--- src/rtl/regfile_2w_sb.sv ---
// ============================================================================
// Module   : regfile_2w_sb
// Brief    : Two-write-port integer register file with combinational
//            forwarding reads and an optional busy-bit scoreboard
//            (enabled by defining REGFILE_SCOREBOARD_EN).
// Revision : 1.0 - initial release
// ============================================================================
`default_nettype none

module regfile_2w_sb #(
    parameter int XLEN  = 32,
    parameter int NREGS = 32,
    parameter int AW    = 5
) (
    input  logic            clock,
    input  logic            reset,
    input  logic [AW-1:0]   rs1_addr,
    input  logic [AW-1:0]   rs2_addr,
    output logic [XLEN-1:0] rs1_data,
    output logic [XLEN-1:0] rs2_data,
    output logic            rs1_ready,
    output logic            rs2_ready,
    input  logic            wa_en,
    input  logic [AW-1:0]   wa_addr,
    input  logic [XLEN-1:0] wa_data,
    input  logic            wb_en,
    input  logic [AW-1:0]   wb_addr,
    input  logic [XLEN-1:0] wb_data,
    input  logic            rsv_en,
    input  logic [AW-1:0]   rsv_addr,
    output logic            rsv_conflict,
    output logic [AW:0]     busy_count
);

    logic [XLEN-1:0] r_regs [NREGS];

    logic w_rs1_hit;
    logic w_rs2_hit;

    assign w_rs1_hit = (wa_en && wa_addr == rs1_addr) || (wb_en && wb_addr == rs1_addr);
    assign w_rs2_hit = (wa_en && wa_addr == rs2_addr) || (wb_en && wb_addr == rs2_addr);

    // Port B is assigned last so it wins a same-address collision.
    always_ff @(posedge clock) begin
        if (reset) begin
            for (int i = 0; i < NREGS; i++) begin
                r_regs[i] <= '0;
            end
        end else begin
            if (wa_en && wa_addr != '0) begin
                r_regs[wa_addr] <= wa_data;
            end
            if (wb_en && wb_addr != '0) begin
                r_regs[wb_addr] <= wb_data;
            end
        end
    end

    always_comb begin
        rs1_data = r_regs[rs1_addr];
        if (rs1_addr == '0) begin
            rs1_data = '0;
        end else if (wb_en && wb_addr == rs1_addr) begin
            rs1_data = wb_data;
        end else if (wa_en && wa_addr == rs1_addr) begin
            rs1_data = wa_data;
        end
    end

    always_comb begin
        rs2_data = r_regs[rs2_addr];
        if (rs2_addr == '0) begin
            rs2_data = '0;
        end else if (wb_en && wb_addr == rs2_addr) begin
            rs2_data = wb_data;
        end else if (wa_en && wa_addr == rs2_addr) begin
            rs2_data = wa_data;
        end
    end

`ifdef REGFILE_SCOREBOARD_EN

    localparam logic [AW+1:0] c_CNT_MAX = (AW+2)'(NREGS - 1);

    logic [NREGS-1:0] r_busy;
    logic [AW:0]      r_busy_count;

    logic            w_rsv_ok;
    logic            w_a_clr;
    logic            w_b_clr;
    logic [1:0]      w_dec;
    logic [AW+1:0]   w_up;
    logic [AW+1:0]   w_diff;
    logic [AW:0]     w_cnt_next;

    assign w_rsv_ok     = rsv_en && rsv_addr != '0 && !r_busy[rsv_addr];
    assign rsv_conflict = rsv_en && rsv_addr != '0 && r_busy[rsv_addr];

    assign rs1_ready = (rs1_addr == '0) || !r_busy[rs1_addr] || w_rs1_hit;
    assign rs2_ready = (rs2_addr == '0) || !r_busy[rs2_addr] || w_rs2_hit;

    // A register hit by both ports is cleared once, so port B only counts
    // when it targets a different busy register than port A.
    assign w_a_clr = wa_en && wa_addr != '0 && r_busy[wa_addr];
    assign w_b_clr = wb_en && wb_addr != '0 && r_busy[wb_addr]
                     && !(w_a_clr && wa_addr == wb_addr);
    assign w_dec   = {1'b0, w_a_clr} + {1'b0, w_b_clr};

    always_comb begin
        w_up       = {1'b0, r_busy_count} + {{(AW+1){1'b0}}, w_rsv_ok};
        w_diff     = w_up - {{AW{1'b0}}, w_dec};
        w_cnt_next = w_diff[AW:0];
        if (w_up < {{AW{1'b0}}, w_dec}) begin
            w_cnt_next = '0;
        end else if (w_diff > c_CNT_MAX) begin
            w_cnt_next = c_CNT_MAX[AW:0];
        end
    end

    // Clear first, then set: a same-cycle accepted reserve belongs to a
    // newer producer and must survive the older write.
    always_ff @(posedge clock) begin
        if (reset) begin
            r_busy       <= '0;
            r_busy_count <= '0;
        end else begin
            for (int i = 1; i < NREGS; i++) begin
                if ((wa_en && wa_addr == AW'(i)) || (wb_en && wb_addr == AW'(i))) begin
                    r_busy[i] <= 1'b0;
                end
                if (w_rsv_ok && rsv_addr == AW'(i)) begin
                    r_busy[i] <= 1'b1;
                end
            end
            r_busy[0]    <= 1'b0;
            r_busy_count <= w_cnt_next;
        end
    end

    assign busy_count = r_busy_count;

`else

    logic w_unused_sb;

    assign w_unused_sb  = ^{rsv_en, rsv_addr, w_rs1_hit, w_rs2_hit};
    assign rs1_ready    = 1'b1;
    assign rs2_ready    = 1'b1;
    assign rsv_conflict = 1'b0;
    assign busy_count   = '0;

`endif

endmodule

`default_nettype wire
--- config.mk ---
export PLATFORM = sky130hd
export DESIGN_NAME = regfile_2w_sb
export DESIGN_NICKNAME = d
export VERILOG_FILES = /design/src/rtl/regfile_2w_sb.sv
export SDC_FILE = /design/constraint.sdc
export NUM_CORES = 2
export LEC_CHECK = 0
export ABC_CLOCK_PERIOD_IN_PS = 13000
export BUFFER_PORTS_ARGS = -buffer_cell sky130_fd_sc_hd__buf_4
export CAP_MARGIN = 25
export CORE_MARGIN = 2
export CORE_UTILIZATION = 62
export CTS_CLUSTER_DIAMETER = 120
export DETAILED_ROUTE_END_ITERATION = 8
export GPL_ROUTABILITY_DRIVEN = 0
export HOLD_SLACK_MARGIN = 0.06
export PLACE_DENSITY = 0.79
export SETUP_SLACK_MARGIN = 0.02
export SLEW_MARGIN = 5
export SYNTH_ARGS = -nofsm -noshare
export SYNTH_HDL_FRONTEND = slang
export SYNTH_SLANG_ARGS = --single-unit
--- constraint.sdc ---
create_clock -name clock -period 13 [get_ports clock]
set_input_delay 2.6 -clock clock [delete_from_list [all_inputs] [get_ports clock]]
set_output_delay 2.6 -clock clock [all_outputs]
set_load 0.05 [all_outputs]
Word level (Yosys, flattened, before mapping) --
Memories as Yosys holds them, arrays and structs flattened. Index checks and enable logic that the tools add are counted.
Cells by class: eq/ne operators 4, multiplexer cells 20, reduce and logical (&&, ||, !) cells 12
Operators with widths (number):
- two-way mux 32 bit | 8
- OR reduction 32 bit | 2
- equality test 5 bit | 4
- zero test 5 bit | 2
- two-way mux 1 bit | 10
- two-way mux 5 bit | 2
- nonzero test 5 bit | 2
- logical AND 1 bit | 6
Word-level totals: register bits after elaboration 0, bits in writable memories 1024, input port bits 94, output and inout port bits 73, logic and storage cells 37, memories 1
Memory list:
- r_regs | words 32, bits a word 32, rd ports 2, clocked after Yosys merged registers in 0, wr ports 32, line 35 | logic [XLEN-1:0] r_regs [NREGS];

Depth between registers and ports, before layout --
depth in word-level cells 7, gate-level depth with buffers 9, mapped depth without buffers 5

Worst setup path before layout --
Ideal clock, no wire load.
path kind input-to-output, start in rs2_addr[1], end out rs2_data[21], arrival 4634 ps, data required time 10400 ps, setup slack 5766 ps, cell stages on the path 8, buffers on the path 4, cell sequence buf_4 -> buf_2 -> buf_2 -> buf_1 -> mux4_2 -> a221oi_1 -> nor4_1 -> a221o_1
On the way: longest elaborated chain between the ends 5, elaborated cells on any way between the ends 9, those cells by class 2 x eq/ne; 3 x mux; 3 x reduce/logical; 1 x memory
Ends and longest elaborated chain:
- start: declaration | line 18 | input logic [AW-1:0] rs2_addr,
- branches (longest 4 deep; another with memory read (32 x 32 bit))
- two-way mux 32 bit (*) | line 72 | if (rs2_addr == '0) begin
- end: declaration | line 20 | output logic [XLEN-1:0] rs2_data,
Mark *: on every way between the ends.

Final worst setup path --
start in rs1_addr[4], end out rs1_data[25]
On the way: longest elaborated chain between the ends 5, elaborated cells on any way between the ends 9, those cells by class 2 x eq/ne; 3 x mux; 3 x reduce/logical; 1 x memory
Ends and longest elaborated chain:
- start: declaration | line 17 | input logic [AW-1:0] rs1_addr,
- branches (longest 4 deep; another with memory read (32 x 32 bit))
- two-way mux 32 bit (*) | line 61 | if (rs1_addr == '0) begin
- end: declaration | line 19 | output logic [XLEN-1:0] rs1_data,
Marks and branches as above.

==> impl_metrics.ini <==
[timing]
min_period_ns = 9.62
max_freq_mhz = 104
maxSlewViolCount = 0
hold_viol_final = 0
max_slew_margin_pct = 25.3
whs_ns = 2.42
setup_tns_ns = 0
setup_viol = 0
fin_crit_sh_pct = 74.0
worst_pin_slew_ns = 1.12
rsz0062_at_grt = no

[layout]
top_register = r_regs
drive_above_1_share_pct = 27.0
fillers = 6194
area_growth_pct = 8.92
final_nets = 3967
top_regs = r_regs (1024)
stdcell_area_um2 = 64900
fin_util_pct = 68.2
largest_reg_flops = 1024

[cts]
root_buffer = clkbuf_16
ctsLongestPathBuffers = 3
cts_made_buffers = 107
path_clk_slew_ns = 0.07
cts_hold_buf = 0
ctsHtreeMaxLevel = 3
cts_setup_buffers = 0
cts_tree = yes
cts-resized-gates = 0
cts_sinks = 1024

[synthesis]
muxShareOfSynthArea_pct = 20.2
synth_fa_ha_area_share_pct = 0
synth_cells = 4110
synth_ff_type = edfxtp_1
synth_edf_count = 1024
yosysTopAreaCell = edfxtp_1
ys_async_sr_fraction_pct = 0
synth_area_leaders = edfxtp_1, a22o_1, mux4_2
synth_top_family_by_area = compound AO/OA/AOI/OAI gates
yosys.area_share.simple_pct = 2.34
yosysWarnings = 0
synth_top_area_share_pct = 51.6
avgSynthCellArea_um2 = 14.5
synth_xor_area_share_pct = 0.294
ys_seq_area_share_pct = 51.6
synth_compound_area_share_pct = 20.5
ys_types = 55
synth.cell_area_um2 = 59600
synth_seq_cells = 1024

[route]
drt_iter0_drc = 10000
wire_per_inst_um = 43.5
via_per_inst = 8.95
drt-total-wl_um = 228000
dr.pass1.iters = 7
dr_total_vias = 46800
ant_nets = 0
post-route-drc-count = 0

[power]
leakage_nw = 22.3
power.ir.vdd_worst_mv = 0.123
powerDensity_nw_per_um2 = 128

[worst_setup_path]
critPathLaunchType = input port
cpMaxStageDelayCell = a211oi_1
slowest_delay_ns = 0.93
cp_cell_sequence = buf_4 > buf_4 > nand3b_1 > buf_4 > o221ai_1 > a211oi_1 > nor4_1 > a221o_1 > buf_4
critPathKind = input port to output port
arrival_ns = 7.02
crit_path_frequent_cell = buf_4
crit_fanout = 25
worstPathRequired_ns = 10.40
startpoint = rs1_addr[4]
end_kind = output port

[floorplan]
die_h_um = 314
num_rows = 113
die_w_um = 314
core_area_um2 = 95200
die_area_um2 = 98600
io_pins = 167
start_util_pct = 62.6

[global_route]
grt_pass1_wl_um = 318000
gr-total-overflow = 0
grt_use_total_pct = 45.6
grt_max_degree = 111
grt_pass1_vias = 46000
antenna_found_initial = 6

[status]
status = completed

[worst_hold_path]
hold_path.class = input port to flip-flop
hold_start = reset
hold_end = r_regs[0][30]
min_path_cells = 1

[run]
drv_cap = 0

[placement]
dp_hpwl_um = 126000
placed_area_um2 = 61400
port_buffers = 151
cells in the mapped netlist (2+ instances only):
cell type	number
nor4_1	61
or3b_2	4
clkbuf_1	432
o211a_1	30
conb_1	2
nand4_1	2
o221ai_1	93
or3_1	16
mux2_2	90
a211oi_1	63
mux4_2	390
mux2i_1	221
xnor2_1	12
and3_1	3
a22oi_1	3
or2_2	2
a22o_1	1053
nor3b_1	6
buf_6	11
nor2b_1	5
edfxtp_1	1024
a21oi_1	5
nand3_1	3
nand2b_1	2
nand3b_1	7
inv_1	5
a311o_1	4
buf_4	30
a311oi_1	2
a221o_1	64
nor2_1	65
a211o_1	6
o21ai_0	7
nor3_1	30
buf_1	66
nor3_2	3
and2_1	4
a221oi_1	59
buf_2	161
xor2_1	8
nand2_1	42
layout make-up:
| class | count | area (µm²) | share of cell area, % |
|---|---|---|---|
| diodes | 2 | 5.00 | 0.00771 |
| clock buffers | 126 | 2810 | 4.33 |
| clock inverters | 73 | 616 | 0.948 |
| inverters | 6 | 22.5 | 0.0347 |
| multi-input cells | 2419 | 26500 | 40.9 |
| flip-flops and latches | 1024 | 30700 | 47.4 |
| well taps | 1265 | 1580 | 2.44 |
| repair buffers | 315 | 2580 | 3.98 |
report_power, final:
part	leakage, nW	switching, mW	total (mW)	internal [mW]
clock	1.68	1.35	3.07	1.72
sequential	9.77	0.101	3.93	3.83
combinational	10.8	0.816	1.28	0.461
total	22.3	2.27	8.28	6.01
worst max-delay path: cells and delay by family:
family	cells	cell delay, ns
simple gates	2	0.87
buf+inv	4	1.97
compound gates	3	1.54
metal layers:
layer	vias to the layer above	GRT usage, %	share of wire, %
met3	1386	22.5	21
met4	20	29.9	8.2
met5	-	0.870	0.076
li1	17000	-	-
met2	5747	61.9	40
met1	22700	57.8	31
metrics by stage:
| step | instances | worst slack [ns] | power [mW] |
|---|---|---|---|
| final | 5230 | 3.38 | 8.28 |
| after detailed placement | 5027 | 4.00 | 5.21 |
| after global routing | 5228 | 3.64 | 8.41 |
| after CTS | 5226 | 4.00 | 8.18 |
| after global placement | 5019 | 4.01 | 5.16 |
| after floorplan | 4149 | 5.77 | 4.81 |
worst max path at each step:
stage / end / slack, ns
2_1_floorplan: rs2_data[21] / 5.77
4_1_cts: rs1_data[0] / 4.00
3_3_place_gp: rs1_data[0] / 4.01
5_1_grt: rs1_data[25] / 3.64
3_5_place_dp: rs1_data[0] / 4.00
6_report: rs1_data[25] / 3.38
kinds of logic (layout without fill, tap and decap cells):
| logic type | count (synthesis) | after routing |
|---|---|---|
| XOR/XNOR | 20 | 20 |
| flip-flops | 1024 | 1024 |
| AND/OR/NAND/NOR | 263 | 263 |
| other | 2 | 43 |
| buffers and inverters | 706 | 520 |
| multiplexers | 701 | 701 |
| AO/OA/AOI/OAI | 1394 | 1394 |
placed cells by master (no fill, tap or decap), types with 41 or more instances in the layout:
cell type  count
a221oi_1      59
nand2_1       42
a22o_1      1053
mux4_2       390
mux2i_1      221
nor4_1        61
a211oi_1      63
o221ai_1      93
conb_1        41
edfxtp_1    1024
buf_4        295
a221o_1       64
clkbuf_16    110
mux2_2        90
Power figures use the tool's default switching activity.
